==> src/rtl/control_sequencer_pkg.sv <==
// Shared definitions for the control sequencer: state enumeration, opcode and
// ALU operation codes, instruction-register field positions, decode helpers.
package control_sequencer_pkg;

  localparam int unsigned IR_W     = 32;
  localparam int unsigned OPCODE_W = 5;
  localparam int unsigned REG_W    = 4;
  localparam int unsigned NREGS    = 16;
  localparam int unsigned ALUOP_W  = 5;

  // Instruction field positions (LSB of each field)
  localparam int unsigned OPCODE_LSB = 27;
  localparam int unsigned RA_LSB     = 23;
  localparam int unsigned RB_LSB     = 19;
  localparam int unsigned RC_LSB     = 15;

  typedef enum logic [2:0] {
    S_IDLE,
    S_T0,
    S_T1,
    S_T2,
    S_T3,
    S_T4,
    S_T5,
    S_HALT
  } state_e;

  localparam logic [OPCODE_W-1:0] OP_ADD = 5'b00011;
  localparam logic [OPCODE_W-1:0] OP_SUB = 5'b00100;
  localparam logic [OPCODE_W-1:0] OP_AND = 5'b01000;
  localparam logic [OPCODE_W-1:0] OP_OR  = 5'b01001;

  localparam logic [ALUOP_W-1:0] ALU_NOP = 5'b00000;
  localparam logic [ALUOP_W-1:0] ALU_ADD = 5'b00100;
  localparam logic [ALUOP_W-1:0] ALU_SUB = 5'b00101;
  localparam logic [ALUOP_W-1:0] ALU_AND = 5'b01001;
  localparam logic [ALUOP_W-1:0] ALU_OR  = 5'b01010;

  function automatic logic is_legal_op(input logic [OPCODE_W-1:0] op);
    return (op == OP_ADD) || (op == OP_SUB) || (op == OP_AND) || (op == OP_OR);
  endfunction

  // Illegal opcodes map to NOP; they never reach the execute step anyway.
  function automatic logic [ALUOP_W-1:0] alu_code(input logic [OPCODE_W-1:0] op);
    case (op)
      OP_ADD:  return ALU_ADD;
      OP_SUB:  return ALU_SUB;
      OP_AND:  return ALU_AND;
      OP_OR:   return ALU_OR;
      default: return ALU_NOP;
    endcase
  endfunction

endpackage

==> src/rtl/control_sequencer_reg_select_decoder.sv <==
// 4-to-16 one-hot decoder with enable, used for general-register selects.
// Ports: en (enable), sel (register index), onehot (one-hot select, 0 when en=0).
module reg_select_decoder
  import control_sequencer_pkg::*;
(
  input  logic             en,
  input  logic [REG_W-1:0] sel,
  output logic [NREGS-1:0] onehot
);

  always_comb begin
    onehot = '0;
    if (en) onehot[sel] = 1'b1;
  end

endmodule

==> src/rtl/control_sequencer.sv <==
// Hardwired control sequencer for a single-bus datapath: fetch (T0-T2) then a
// three-step register-register ALU execute (T3-T5); illegal opcodes halt.
// Ports: Clock/Clear (async active-low), Run, MemRdy, IR in; bus drive
// enables, register load enables, IncPC/Read, ALUop, one-hot Rin/Rout,
// Busy and Halted out. Outputs are a Moore decode of the state register and
// the IR fields, so Clear zeroes them immediately through the state reset.
module control_sequencer
  import control_sequencer_pkg::*;
(
  input  logic               Clock,
  input  logic               Clear,
  input  logic               Run,
  input  logic               MemRdy,
  input  logic [IR_W-1:0]    IR,
  output logic               PCout,
  output logic               Zlowout,
  output logic               MDRout,
  output logic               MARin,
  output logic               PCin,
  output logic               MDRin,
  output logic               IRin,
  output logic               Yin,
  output logic               Zin,
  output logic               IncPC,
  output logic               Read,
  output logic [ALUOP_W-1:0] ALUop,
  output logic [NREGS-1:0]   Rin,
  output logic [NREGS-1:0]   Rout,
  output logic               Busy,
  output logic               Halted
);

  state_e              state;
  logic [OPCODE_W-1:0] opcode;
  logic [REG_W-1:0]    ra, rb, rc;
  logic                legal;
  logic                rin_en, rout_en;
  logic [REG_W-1:0]    rout_sel;
  logic                unused_ir_low;

  assign opcode        = IR[OPCODE_LSB +: OPCODE_W];
  assign ra            = IR[RA_LSB +: REG_W];
  assign rb            = IR[RB_LSB +: REG_W];
  assign rc            = IR[RC_LSB +: REG_W];
  assign legal         = is_legal_op(opcode);
  assign unused_ir_low = ^IR[RC_LSB-1:0];

  // State register; Run is looked at only in IDLE and T5
  always_ff @(posedge Clock or negedge Clear) begin
    if (!Clear) begin
      state <= S_IDLE;
    end else begin
      case (state)
        S_IDLE:  if (Run) state <= S_T0;
        S_T0:    state <= S_T1;
        S_T1:    if (MemRdy) state <= S_T2;
        S_T2:    state <= S_T3;
        S_T3:    state <= legal ? S_T4 : S_HALT;
        S_T4:    state <= S_T5;
        S_T5:    state <= Run ? S_T0 : S_IDLE;
        S_HALT:  state <= S_HALT;
        default: state <= S_IDLE;
      endcase
    end
  end

  // Control word decode
  always_comb begin
    PCout    = 1'b0;
    Zlowout  = 1'b0;
    MDRout   = 1'b0;
    MARin    = 1'b0;
    PCin     = 1'b0;
    MDRin    = 1'b0;
    IRin     = 1'b0;
    Yin      = 1'b0;
    Zin      = 1'b0;
    IncPC    = 1'b0;
    Read     = 1'b0;
    ALUop    = ALU_NOP;
    rin_en   = 1'b0;
    rout_en  = 1'b0;
    rout_sel = '0;
    Busy     = (state != S_IDLE) && (state != S_HALT);
    Halted   = (state == S_HALT);
    case (state)
      S_T0: begin
        PCout = 1'b1;
        MARin = 1'b1;
        IncPC = 1'b1;
        Zin   = 1'b1;
      end
      S_T1: begin
        Zlowout = 1'b1;
        PCin    = 1'b1;
        Read    = 1'b1;
        MDRin   = 1'b1;
      end
      S_T2: begin
        MDRout = 1'b1;
        IRin   = 1'b1;
      end
      S_T3: begin
        // Illegal opcode: nothing asserted, next edge halts
        if (legal) begin
          rout_en  = 1'b1;
          rout_sel = rb;
          Yin      = 1'b1;
        end
      end
      S_T4: begin
        rout_en  = 1'b1;
        rout_sel = rc;
        Zin      = 1'b1;
        ALUop    = alu_code(opcode);
      end
      S_T5: begin
        Zlowout = 1'b1;
        rin_en  = 1'b1;
      end
      default: ;
    endcase
  end

  reg_select_decoder u_rin_dec (
    .en     (rin_en),
    .sel    (ra),
    .onehot (Rin)
  );

  reg_select_decoder u_rout_dec (
    .en     (rout_en),
    .sel    (rout_sel),
    .onehot (Rout)
  );

endmodule

==> config.mk <==
export PLATFORM = sky130hd
export DESIGN_NAME = control_sequencer
export DESIGN_NICKNAME = d
export VERILOG_FILES = /design/src/rtl/control_sequencer_pkg.sv /design/src/rtl/control_sequencer_reg_select_decoder.sv /design/src/rtl/control_sequencer.sv
export SDC_FILE = /design/constraint.sdc
export NUM_CORES = 1
export LEC_CHECK = 0
export CELL_PAD_IN_SITES_DETAIL_PLACEMENT = 0
export CELL_PAD_IN_SITES_GLOBAL_PLACEMENT = 1
export CORE_ASPECT_RATIO = 0.7
export CORE_MARGIN = 2
export CORE_UTILIZATION = 16
export DETAILED_ROUTE_END_ITERATION = 8
export PLACE_DENSITY = 0.86
export SLEW_MARGIN = 20
export SYNTH_ARGS = -nofsm -noshare
export SYNTH_HDL_FRONTEND = slang
export SYNTH_SLANG_ARGS = --single-unit
export TNS_END_PERCENT = 1
==> constraint.sdc <==
create_clock -name Clock -period 1.8 [get_ports Clock]
set_clock_uncertainty 0.15 [all_clocks]
set_input_delay 0.18 -clock Clock [delete_from_list [all_inputs] [get_ports Clock]]
set_output_delay 0.18 -clock Clock [all_outputs]
set_load 0.05 [all_outputs]
# ---- Word-level counts from Yosys, hierarchy flattened
# Cells that the tools add are included.
dict set report op_classes {
  magnitude_cmp 4
  eq_ne 14
  mux 24
  n_reduce_logical 11
}
# operator count
set ops {}
lappend ops {{$mux 16} 2}
lappend ops {{$pmux 3 s8} 1}
lappend ops {{$pmux 4 s4} 1}
lappend ops {{$eq 3x3->1 const B} 4}
lappend ops {{$mux 1} 11}
lappend ops {{$eq 5x4->1 const B} 2}
lappend ops {{$lt 4x5->1 const B} 2}
lappend ops {{$demux 1 s4} 2}
lappend ops {{$ge 4x1->1 const B} 2}
lappend ops {{$mux 4} 2}
lappend ops {{$pmux 4 s2} 1}
lappend ops {{$eq 3x2->1 const B} 2}
lappend ops {{$mux 3} 2}
lappend ops {{$eq 5x2->1 const B} 1}
lappend ops {{$eq 5x3->1 const B} 1}
lappend ops {{$ne 2x2->1 const B} 2}
lappend ops {{$reduce_or 2->1} 2}
lappend ops {{$eq 3x1->1 const B} 1}
lappend ops {{$logic_and 1x1->1} 3}
lappend ops {{$logic_not 3->1} 1}
lappend ops {{$logic_or 1x1->1} 3}
lappend ops {{$ne 3x3->1 const B} 1}
lappend ops {{$reduce_bool 3->1} 1}
lappend ops {{$mux 2} 1}
lappend ops {{2 further kinds} 2}
dict set report totals {
  reg_bits 3
  in_bits 36
  out_inout_bits 50
  elab_cells 54
}

# ---- Logic depth before layout (Yosys ltp)
# Gate-level depths: netlist of the first run.
dict set report logic_depth {
  ltp_word 11
  mapped_depth 6
  ltp_nobuf 5
}

# ---- Modules after synthesis
# From an unflattened synthesis of the first run, not the netlist that was laid out.
dict set report hier_totals {
  hier_cells 111
  hier_area_um2 721.9
}
# mod n_inst cells_each area_each_um2 seq_area_each_um2
set by_module_without_submodules {}
lappend by_module_without_submodules {control_sequencer 1 65 484.2 75.1}
lappend by_module_without_submodules {{reg_select_decoder (u_rin_dec)} 1 23 120.1 0.0}
lappend by_module_without_submodules {{reg_select_decoder (u_rout_dec)} 1 23 117.6 0.0}

# ---- Worst setup path after synthesis of the first run
# OpenSTA, ideal clock, no wires.
dict set report synth_timing {
  kind {register to output}
  start {register state[1]}
  end {output port Rin[3]}
  t_arrival_ns 2.827
  required_time_ns 1.470
  slack_ns -1.357
  path_stages_with_launch 5
  path_buffers 1
  path_cell_list {dfrtp_1 clkbuf_1 nor2b_1 nand4_1 nor3_1}
}
dict set report synth_between {
  elab_chain_len 3
}
# element line_no
set synth_rtl {}
lappend synth_rtl {{from (decl)} control_sequencer.sv:33} ;# state_e state;
lappend synth_rtl {{from (signal assigned)} control_sequencer.sv:58} ;# S_T3: state <= legal ? S_T4 : S_HALT;
lappend synth_rtl {{from (signal assigned)} control_sequencer.sv:60} ;# S_T5: state <= Run ? S_T0 : S_IDLE;
lappend synth_rtl {{$eq 3x3->1} control_sequencer.sv:86} ;# case (state)
lappend synth_rtl {{$mux 1} control_sequencer.sv:86}
lappend synth_rtl {{$mux 16} control_sequencer_reg_select_decoder.sv:13} ;# if (en) onehot[sel] = 1'b1;
lappend synth_rtl {{to (decl)} control_sequencer.sv:27} ;# output logic [NREGS-1:0] Rin,
# Every way passes these cells.

# ---- Worst setup path in the final report of the first run
dict set report layout_timing {
  start {input port IR[27]}
  end {output port Rout[1]}
}
dict set report layout_between {
  elab_chain_len 11
  word_cells_on_any_way 17
  cone_classes {order compare: 2; eq/ne: 4; mux: 7; reduce/logical: 4}
}
# element line_no
set layout_rtl {}
lappend layout_rtl {{from (decl)} control_sequencer.sv:14} ;# input logic [IR_W-1:0] IR,
lappend layout_rtl {{$eq 5x2->1 / $eq 5x3->1 (equally long branches)} control_sequencer_pkg.sv:40} ;# return (op == OP_ADD) || (op == OP_SUB) || (op == OP_AND) || (op == OP_OR);
lappend layout_rtl {{$logic_or 1x1->1 (2 in series)} control_sequencer_pkg.sv:40}
lappend layout_rtl {{$logic_or 1x1->1 *} control_sequencer_pkg.sv:40}
lappend layout_rtl {{$mux 4} control_sequencer.sv:105} ;# if (legal) begin
lappend layout_rtl {{$pmux 4 s2} control_sequencer.sv:86}
lappend layout_rtl {{$lt 4x5->1 (not written as such) / $ge 4x1->1 (equally long branches)} control_sequencer_reg_select_decoder.sv:13}
lappend layout_rtl {{$logic_and 1x1->1 (not written as such)} control_sequencer_reg_select_decoder.sv:13}
lappend layout_rtl {{$mux 1 (not written as such)} control_sequencer_reg_select_decoder.sv:13}
lappend layout_rtl {{$demux 1 s4} -}
lappend layout_rtl {{$mux 16 *} control_sequencer_reg_select_decoder.sv:13}
lappend layout_rtl {{to (decl)} control_sequencer.sv:28} ;# output logic [NREGS-1:0] Rout,
# Every way passes the cells marked *; elsewhere a longest branch is shown, timed or not.

==> metrics.yaml, run 1 <==
setup_path:
  crit_fanout: 5
  crit_path_start_kind: "input port"
  cp.arrival_ps: 2080
  crit_required_ps: 1470
  critPathCaptureType: "primary output"
  criticalPathCategory: "in2out"
clocking:
  cts_buffer_depth: 2
  cts_tree: "built"
  cts_hold_buf: 0
  path_clk_slew_ps: 30
  cts_root_buf: "clkbuf_8"
  clock_sinks: 3
  h-tree-depth: 1
  worstSkewPairLatency_ps: 210
  numCtsBuffers: 3
detailed_routing:
  wl_um: 4100
  drc: 0
  firstDrtPassIters: 4
  ant_nets: 0
  wire_per_inst_um: 13.2
  drt_iter0_drc: 34
  viasPerCell: 4.40
  vias: 1367
sta:
  max_freq_mhz: 416
  report.final.slew_viol_count: 0
  setup_viol_count_final: 39
  rsz0062_at_grt: "yes"
  period_minus_slack_ps: 2410
  setup_slack_ps: -606
  hold_viol_final: 0
  fin_crit_sh_pct: 134
placed_design:
  io_buffers: 69
  dp.cells: 305
  gp_congestion: 0.784
  place_area_um2: 2550
  detailed_place_hpwl_um: 3530
floorplan:
  die_area_um2: 6190
  die_h_um: 66.4
  start_util_pct: 16.8
  fp.dieW_um: 93.2
  io_pins: 86
  core_area_um2: 5310
  row_count: 22
synthesis:
  yosysSeqAreaShare_pct: 8.43
  synthesis.area_um2: 891
  syn_avg_cell_area_um2: 6.41
  synth_top_area_share_pct: 16.4
  synth_async_sr_flop_share_pct: 100
  synth_nets: 175
  synth_edf_count: 0
  synth_cell_types: 43
  synth_area_leader_cell: "nor2_1"
  yosys-top-cells-area: "nor2_1 (16%), dfrtp_1 (8.4%), buf_4 (6.7%)"
  yosysWarnings: 0
  synth_top_flop_cell: "dfrtp_1"
  synth_seq_cells: 3
  netlist_instances: 139
  synth.most_common_cell: "nor2_1"
  synthTopCellsByCount: "nor2_1 (39), nand2_1 (10), nor3_1 (9)"
run:
  cap_viol_max_count: 0
global_route:
  grt_pass1_vias: 1361
  grt_pass1_wl_um: 6680
  overflow: 0
  antenna_found_initial: 0
  use_met2_pct: 22.9
  use_met1_pct: 17.5
  grt_max_degree: 21
  gr-usage-all-layers_pct: 13.3
  grtUsageMet3_pct: 2.96
  top_usage_layer: "met2"
power:
  p_seq_share_pct: 5.1
  pwr-share-clk_pct: 7.5
  switching_share_pct: 50.8
  p_sw_mw: 1.28
  power_leakage_nw: 1.02
  p_int_mw: 1.23
  combPwrFrac_pct: 87.4
  ir_drop_v: 0.000432
  powerDensity_nw_per_um2: 916
layout:
  syn_to_final_growth_pct: 208
  design_area_um2: 2740
  diodes: 0
  final_nets: 276
  drive_gt1_share_pct: 65.7
  final_cells: 311
run_status:
  violations: "negative setup slack"
  status: "finished, violations left"
min_path:
  min_path_type: "in2async"
cell usage in the layout, fill, tap and decap left out, drive strengths merged, types with 2 or more instances in the layout:
cell type      instances
clkbuf                 4
inv                    3
a21oi                  5
nor3b                  7
nor2b                  3
o311ai                 2
dlygate4sd2            3
and2                   5
clkdlybuf4s15          2
or4b                   2
clkdlybuf4s50         15
o31ai                  2
a221o                  2
nand2                 10
dfrtp                  3
o21ai                  5
nor3                  10
nand3                  2
nor4b                  2
nor2                  39
nand3b                 3
nand2b                 3
buf                   89
power groups by stage:
stage               clock network, mW  logic (mW)  registers (mW)
floorplan                           0        1.21           0.137
global placement                    0        2.08           0.118
detailed placement                  0        2.10           0.120
CTS                             0.196        2.18           0.126
global route                    0.205        2.31           0.130
finish                          0.189        2.19           0.128
repair_timing:
action                                  in CTS  in global routing
endpoints found under the setup margin      44                 46
buffers inserted                             2                  0
resized for setup                           33                 11
pin swaps                                   17                  7
layout make-up:
type / instances / area [um2]
Tap cell: 72 / 90.1
Sequential cell: 3 / 75.1
Inverter: 3 / 11.3
Timing Repair Buffer: 109 / 1490
Multi-Input combinational cell: 120 / 1030
Clock buffer: 4 / 45.0
Fill cell: 477 / 2570
routing by layer:
| metal | part of all wire (%) | vias up |
|---|---|---|
| met3 | 4.1 | 2 |
| li1 | - | 688 |
| met1 | 44 | 645 |
| met4 | 0.41 | 0 |
| met5 | 0 | - |
| met2 | 52 | 32 |
final timing paths:
path | start | slack (ps) | depth (start not counted) | to
max reg2reg | state[0] | 280 | 7 | state[1]
max | IR[27] | -610 | 9 | Rout[1]
max in group asynchronous | Clear | 1340 | 1 | state[0]
min reg2reg | state[1] | 550 | 3 | state[0]
min | Clear | 8 | 1 | state[1]
min in group Clock | IR[31] | 420 | 4 | state[1]
cells by family after synthesis:
group                  count (synthesis)  share of synthesized area, %
flip-flops                             3                          8.43
AO/OA/AOI/OAI                         26                          22.3
buffers and inverters                 16                          10.1
other                                  1                         0.421
AND/OR/NAND/NOR                       92                          57.7
XOR/XNOR                               1                         0.983
stage by stage:
stage	TNS (ps)	setup slack, ps	power (mW)	util, %	hold WS [ps]
after floorplan	-12360	-453	1.34	-	-266
after global placement	-15740	-854	2.20	48.1	218
after detailed placement	-17010	-903	2.22	48.1	227
after CTS	-14510	-644	2.50	50.8	2.93
after global routing	-17900	-691	2.65	51.6	20.1
final	-14790	-606	2.51	51.6	8.20
critical path, stage by stage:
cell           delay (ps)
dlygate4sd2_1         270
buf_4                 140
nor4b_2               280
buf_4                 170
buf_4                 120
o311ai_2               80
a221o_2               490
nor3_4                180
buf_12                160
No activity file was read; power rests on OpenSTA's default activity.
==> inputs of run 2 (changes only) <==
--- a/config.mk
+++ b/config.mk
@@ -11,6 +11,7 @@
 export CORE_MARGIN = 2
 export CORE_UTILIZATION = 16
 export DETAILED_ROUTE_END_ITERATION = 8
+export GPL_ROUTABILITY_DRIVEN = 0
 export PLACE_DENSITY = 0.86
 export SLEW_MARGIN = 20
 export SYNTH_ARGS = -nofsm -noshare
==> results of run 2 <==
Final layout, timing and power as in run 1 (identical DEF).
